==> src/rtl/pcie_fifo_burst_reader.sv <==
// Read-side burst controller for pcie_fifo: requests a DMA burst once enough words are
// buffered, then drains exactly the granted count onto a valid/ready stream via a 2-entry skid buffer.
module pcie_fifo_burst_reader #(
  parameter int DATA_WIDTH  = 128,
  parameter int LEVEL_WIDTH = 10,
  parameter int BURST_LEN   = 16,
  parameter int LEN_WIDTH   = 8
) (
  input  logic                   clk,
  input  logic                   tb_rst,
  input  logic [DATA_WIDTH-1:0]  fifo_rd_data,
  input  logic                   fifo_rd_empty,
  input  logic [LEVEL_WIDTH-1:0] fifo_rd_water_level,
  output logic                   fifo_rd_en,
  input  logic                   flush,
  output logic                   burst_req,
  output logic [LEN_WIDTH-1:0]   burst_len,
  input  logic                   burst_ack,
  output logic [DATA_WIDTH-1:0]  m_data,
  output logic                   m_valid,
  input  logic                   m_ready,
  output logic                   m_last,
  output logic                   busy
);

  typedef enum logic [1:0] {IDLE, REQ, XFER} state_t;

  localparam logic [LEVEL_WIDTH-1:0] FULL_LEVEL = LEVEL_WIDTH'(BURST_LEN);
  localparam logic [LEN_WIDTH-1:0]   FULL_LEN   = LEN_WIDTH'(BURST_LEN);

  state_t                 state_p0, state_nxt;
  logic [LEN_WIDTH-1:0]   len_p0, len_nxt;
  logic [LEN_WIDTH-1:0]   rd_cnt_p0, beat_cnt_p0;
  logic                   vld_p1;
  logic [DATA_WIDTH-1:0]  buf0_p2, buf1_p2;
  logic [1:0]             buf_cnt_p2;
  logic [2:0]             occ_after;
  logic                   pop, last_pop;

  assign m_valid   = (buf_cnt_p2 != 2'd0);
  assign m_data    = buf0_p2;
  assign pop       = m_valid && m_ready;
  assign m_last    = m_valid && (beat_cnt_p0 == len_p0 - LEN_WIDTH'(1));
  assign last_pop  = pop && m_last;
  assign burst_req = (state_p0 == REQ);
  assign burst_len = len_p0;
  assign busy      = (state_p0 != IDLE);

  // Occupancy the skid buffer will have once the in-flight word lands and any pop retires.
  assign occ_after  = 3'(buf_cnt_p2) + 3'(vld_p1) - 3'(pop);
  assign fifo_rd_en = (state_p0 == XFER) && (rd_cnt_p0 < len_p0) &&
                      !fifo_rd_empty && (occ_after < 3'd2);

  always_comb begin
    state_nxt = state_p0;
    len_nxt   = len_p0;
    case (state_p0)
      IDLE: begin
        if (fifo_rd_water_level >= FULL_LEVEL) begin
          state_nxt = REQ;
          len_nxt   = FULL_LEN;
        end else if (flush && (fifo_rd_water_level != '0)) begin
          state_nxt = REQ;
          len_nxt   = LEN_WIDTH'(fifo_rd_water_level);
        end
      end
      REQ:     if (burst_ack) state_nxt = XFER;
      XFER:    if (last_pop)  state_nxt = IDLE;
      default: state_nxt = IDLE;
    endcase
  end

  // Stage p0: control state and burst counters
  always_ff @(posedge clk or posedge tb_rst) begin
    if (tb_rst) begin
      state_p0    <= IDLE;
      len_p0      <= '0;
      rd_cnt_p0   <= '0;
      beat_cnt_p0 <= '0;
    end else begin
      state_p0 <= state_nxt;
      if (state_p0 == IDLE) len_p0 <= len_nxt;
      if (last_pop) begin
        rd_cnt_p0   <= '0;
        beat_cnt_p0 <= '0;
      end else begin
        if (fifo_rd_en) rd_cnt_p0   <= rd_cnt_p0 + LEN_WIDTH'(1);
        if (pop)        beat_cnt_p0 <= beat_cnt_p0 + LEN_WIDTH'(1);
      end
    end
  end

  // Stage p1/p2: read in flight, then capture into the skid buffer
  always_ff @(posedge clk or posedge tb_rst) begin
    if (tb_rst) begin
      vld_p1     <= 1'b0;
      buf0_p2    <= '0;
      buf1_p2    <= '0;
      buf_cnt_p2 <= 2'd0;
    end else begin
      vld_p1 <= fifo_rd_en;
      case ({vld_p1, pop})
        2'b10: begin
          if (buf_cnt_p2 == 2'd0) buf0_p2 <= fifo_rd_data;
          else                    buf1_p2 <= fifo_rd_data;
          buf_cnt_p2 <= buf_cnt_p2 + 2'd1;
        end
        2'b01: begin
          buf0_p2    <= buf1_p2;
          buf_cnt_p2 <= buf_cnt_p2 - 2'd1;
        end
        2'b11: begin
          if (buf_cnt_p2 == 2'd2) begin
            buf0_p2 <= buf1_p2;
            buf1_p2 <= fifo_rd_data;
          end else begin
            buf0_p2 <= fifo_rd_data;
          end
        end
        default: ;
      endcase
    end
  end

endmodule

==> config.mk <==
export PLATFORM = sky130hd
export DESIGN_NAME = pcie_fifo_burst_reader
export DESIGN_NICKNAME = d
export VERILOG_FILES = /design/src/rtl/pcie_fifo_burst_reader.sv
export SDC_FILE = /design/constraint.sdc
export NUM_CORES = 1
export LEC_CHECK = 0
export CORE_MARGIN = 1
export CORE_UTILIZATION = 45
export CTS_CLUSTER_DIAMETER = 120
export DETAILED_ROUTE_END_ITERATION = 6
export PLACE_DENSITY = 0.75
export SLEW_MARGIN = 40
export SYNTH_ARGS = -nofsm -noshare
export SYNTH_HDL_FRONTEND = slang
export SYNTH_SLANG_ARGS = --single-unit
==> constraint.sdc <==
create_clock -name clk -period 11.2 [get_ports clk]
set_input_delay 1.68 -clock clk [delete_from_list [all_inputs] [get_ports clk]]
set_output_delay 1.68 -clock clk [all_outputs]
set_load 0.02 [all_outputs]
# After elaboration in Yosys (flattened, before gate mapping)
# Index checks and enable logic that the tools add are counted.
[word_totals]
wordCells = 72
regBits = 285
in_bits = 144
output_inout_bits = 141
[op_classes]
mux = 18
addsub = 7
magnitude_cmp = 3
reduce_logical = 23
eq_ne = 13
[ops]
columns = ["op", "n"]
rows = [
  ["128-bit 2-to-1 mux", 4],
  ["128-bit case mux with 3 select lines", 1],
  ["128-bit case mux with 2 select lines", 1],
  ["8-bit 2-to-1 mux", 6],
  ["8-bit by 1-bit adder with 8-bit output (second input constant)", 2],
  ["2-bit nonzero test", 7],
  ["10-bit by 5-bit greater-or-equal comparator with 1-bit output (second input constant)", 1],
  ["10-bit nonzero test", 1],
  ["2-bit equality test (second input constant)", 4],
  ["8-bit equality test", 1],
  ["8-bit < comparator", 1],
  ["2-bit 2-to-1 mux", 4],
  ["2-bit inequality test (second input constant)", 4],
  ["8-bit by 1-bit subtractor with 8-bit output (second input constant)", 1],
  ["1-bit logical AND", 7],
  ["2-bit case mux with 3 select lines", 1],
  ["3-bit AND reduction", 2],
  ["2-bit by 1-bit equality test with 1-bit output (second input constant)", 2],
  ["2-bit zero test", 2],
  ["2-bit case mux with 2 select lines", 1],
  ["2-bit AND reduction", 2],
  ["2-bit by 1-bit adder with 3-bit output", 1],
  ["3-bit by 2-bit < comparator with 1-bit output (second input constant)", 1],
  ["3-bit inequality test (second input constant)", 1],
  ["other kinds (6)", 6],
]

# Depth between registers and ports, before layout
[logic_depth]
word_depth = 7
mapped_depth = 12
mapped_depth_nobuf = 10

# Least setup slack after synthesis
# OpenSTA, ideal clock, no wires.
[synth_path]
path_kind = "input port to output port"
startpoint = "in m_ready"
endpoint = "out fifo_rd_en"
t_arrival_ps = 3619
stages = 10
required_ps = 9520
slack_ps = 5901
path_cell_list = "o21ai_4 -> inv_2 -> ha_1 -> nand2b_1 -> fa_1 -> and4bb_1 -> nand3_1 -> a211o_1 -> buf_6 -> inv_1"
[synth_via]
elab_chain_len = 4
[synth_rtl]
columns = ["element", "line", "text"]
rows = [
  ["from (decl)", "21", "input logic m_ready,"],
  ["1-bit logical AND", "42", "assign pop = m_valid && m_ready;"],
  ["3-bit by 1-bit subtractor with 3-bit output", "50", "assign occ_after = 3'(buf_cnt_p2) + 3'(vld_p1) - 3'(pop);"],
  ["3-bit by 2-bit < comparator with 1-bit output", "52", "!fifo_rd_empty && (occ_after < 3'd2);"],
  ["1-bit logical AND", "52", ""],
  ["to (decl)", "14", "output logic fifo_rd_en,"],
]
# No other way between the ends.

# Worst setup path after layout
# Same ends and word-level chain as after synthesis.

==> impl_results.md <==
* Clock tree root buffer cell: clkbuf_16
* Post-DRT Antenna Nets at 0
* Drt wl/cell at approximately 18 um
* First-pass GRT wire length at slightly below 50000 um
* GPL Wtd Cong at 0.8008
* Critical path capture point type: primary output
* Final #Nets at between 1000 and 1500
* Most frequent CP cell: clkdlybuf4s50_1
* Maximum VDD drop at ~160 uV
* DR vias at just over 9000
* Initial antenna violation count at 4
* Post-CTS Hold Fix Bufs at 0
* Post-synthesis sequential area ratio at around 57%
* Vias in the first global route at about 9000
* Fraction of layout cells with a size suffix above 1 at 18.77%
* Syn_nets at roughly 1200
* Status: finished clean
* Fmax at between 0.15 and 0.2 GHz
* Critical Path Fanout Max at 15
* Cell Chain, Critical Path: clkdlybuf4s50_1 -> o21ai_4 -> inv_2 -> ha_1 -> nand2b_1 -> fa_1 -> and4bb_1 -> nand3_1 -> a211o_1 -> inv_1 -> clkdlybuf4s50_1
* Grt ovf at 0
* Max_cap viols at 0
* Tot Pwr at 4536 uW
* Period minus WS final at around 6.5 ns
* Post-route clock period utilization at roughly three fifths
* Gr usage total at roughly a fifth
* Vias per cell at 5.441
* # rows at 60
* Num CTS Buffers at 30
* HP Class: reg2reg
* Starting density of the core at between 40% and 50%
* Clock Skews at between 0.015 and 0.02 ns
* Startpoint Class: primary input
* Slowest cell delay on critical path at 0.62 ns
* Yosys reg bits at 285
* Clock Latency Late Sink at around 0.56 ns
* YS warnings at 0
* Die H at between 150 and 200 um
* Worst-case clock buffer depth at 3
* Die area at ~28000 um^2
* Residual DRC at 0
* Worst Path Arrival at between 4 and 5 ns
* Bufs and invs on worst path at 4
* Cells after synthesis at 1046
* Fin. Hold Viols at 0
* H-tree Lvls at 1
* Post-CTS resize count at 0
* Mean Syn Cell Area at ~12 um^2
* TritonCTS clock tree: done
* Post CTS Setup Buffer Count at 0
* Req. time, crit path at about 9.5 ns
* Dpl hpwl at roughly 19000 um
* Top cell type's share of synthesized area at a little under three fifths
* Util after Layout at 61.12%
* Setup Viol. Count Final at 0
* Max-slew violations at 0
* RSZ-0062 raised after global routing: no
* Final WL at around 30000 um
* Worst Max-Slew Pin Slew at about 0.79 ns
* Worst path slowest cell: clkdlybuf4s50_1
* Worst-path clk slew at approximately 0.06 ns
* Hold Worst Slack at ~0.48 ns
* IO Pins at about 290
* Slew HR at roughly 47%
* Area delta synth->final at 33.16%
* Synth area leader: dfrtp_1
* Largest net degree at the start of global routing at 154
* Clock Sinks at 285
* Detailed Route Iter0 Violations at a little over 600
* Power Density at 274.6 nW/um^2
* Synth area leaders: dfrtp_1, mux2_2, a22oi_1, nand2_1, o21ai_0
* Cell Area, Synth at about 12000 um^2
* Top cell family by delay on the critical path: buffers and inverters
* Total negative slack at 0 ns
* TritonRoute pass-1 iters at 5
* Worst Setup Path Type: in2out
* Synth unique cells at 58
* Area of the core at approximately 27000 um^2
* Die W at 168.0 um
* Lkg Pwr at roughly 0.0073 uW
* Buffers on Ports at between 200 and 300
layer usage:
metal	wire length [um]	GRT usage, %	vias to the layer above
met3	1972	5.266	50
met4	857	7.180	0
met5	0	0	-
li1	-	-	4263
met2	14110	33.97	262
met1	12650	27.68	4484
cells in the final DEF, fill, tap and decap left out, drive strengths merged, types with 5 or more instances in the layout:
master	n
a21oi	12
a22oi	128
and3	6
buf	13
clkbuf	48
clkdlybuf4s50	284
dfrtp	285
ha	14
inv	16
mux2	128
nand2	136
nand2b	5
nand3	11
nor2	18
nor3	5
o21ai	144
or3	7
xnor2	7
xor2	11
final timing paths:
| path | to | slack, ns | depth (start not counted) | startpoint |
|---|---|---|---|---|
| setup / recovery | fifo_rd_en | 4.67 | 11 | m_ready |
| hold / removal | m_data[18] | 0.48 | 2 | m_data[18] |
| setup reg to reg | rd_cnt_p0[3] | 7.85 | 10 | buf_cnt_p2[1] |
| hold reg to reg | m_data[18] | 0.48 | 2 | m_data[18] |
| max in group asynchronous | m_data[85] | 8.30 | 3 | tb_rst |
| min in group asynchronous | buf1_p2[31] | 1.72 | 2 | tb_rst |
synthesized netlist by cell type (all sizes together):
master,count
ha,14
and3,6
or3b,1
fa,1
clkbuf,34
or3,7
a21oi,12
xor2,11
a21o,1
o21ai,144
a22o,4
nand2b,5
mux2,128
o22ai,1
o211ai,2
a211oi,2
nor4,4
buf,43
or2,1
a22oi,128
nor2,18
and4bb,1
a21boi,1
nor3,5
inv,16
mux2i,1
nand2,136
dfrtp,285
nand3,11
nor2b,3
and2,3
xnor2,7
a211o,1
a31oi,2
a31o,1
o31ai,2
nand3b,1
nand4,3
final cells by class:
class,instances,area (um^2)
Clock inverter,7,123.9
Fill cell,2206,10510
Tap cell,341,426.7
Timing Repair Buffer,297,2983
Sequential cell,285,7132
Clock buffer,48,948.4
Inverter,16,76.32
Multi-Input combinational cell,668,4821
Antenna cell,3,7.507
logic make-up after synthesis:
| family | synth area share (%) |
|---|---|
| xor+xnor | 1.331 |
| compound gates | 16.16 |
| buf+inv | 3.934 |
| mux | 11.70 |
| simple gates | 7.807 |
| fa+ha+maj | 1.574 |
| flops | 57.49 |
tightest hold or removal path, stage by stage, from the launching register on:
cell     delay [ns]
dfrtp_1        0.34
nand2_1        0.06
o21ai_2        0.05
per-stage QoR:
step	worst slack (ns)	instance area, um^2	instances
floorplan	1.656	12400	1046
global placement	4.728	15360	1604
detailed placement	4.694	15410	1606
CTS	4.670	16480	1661
global route	4.505	16520	1665
finish	4.675	16520	1665
report_power, final:
part	total, uW	switching, uW	internal (uW)
registers	1710	256	1450
logic	1780	950	830
clock network	1050	404	645
registers in the layout (all words and copies together) (netlist names):
name	cells
buf1_p2	128
m_data	128
beat_cnt_p0	8
burst_len	8
rd_cnt_p0	8
buf_cnt_p2	2
state_p0	2
vld_p1	1
Note: power is estimated with default switching activity, not from simulation.
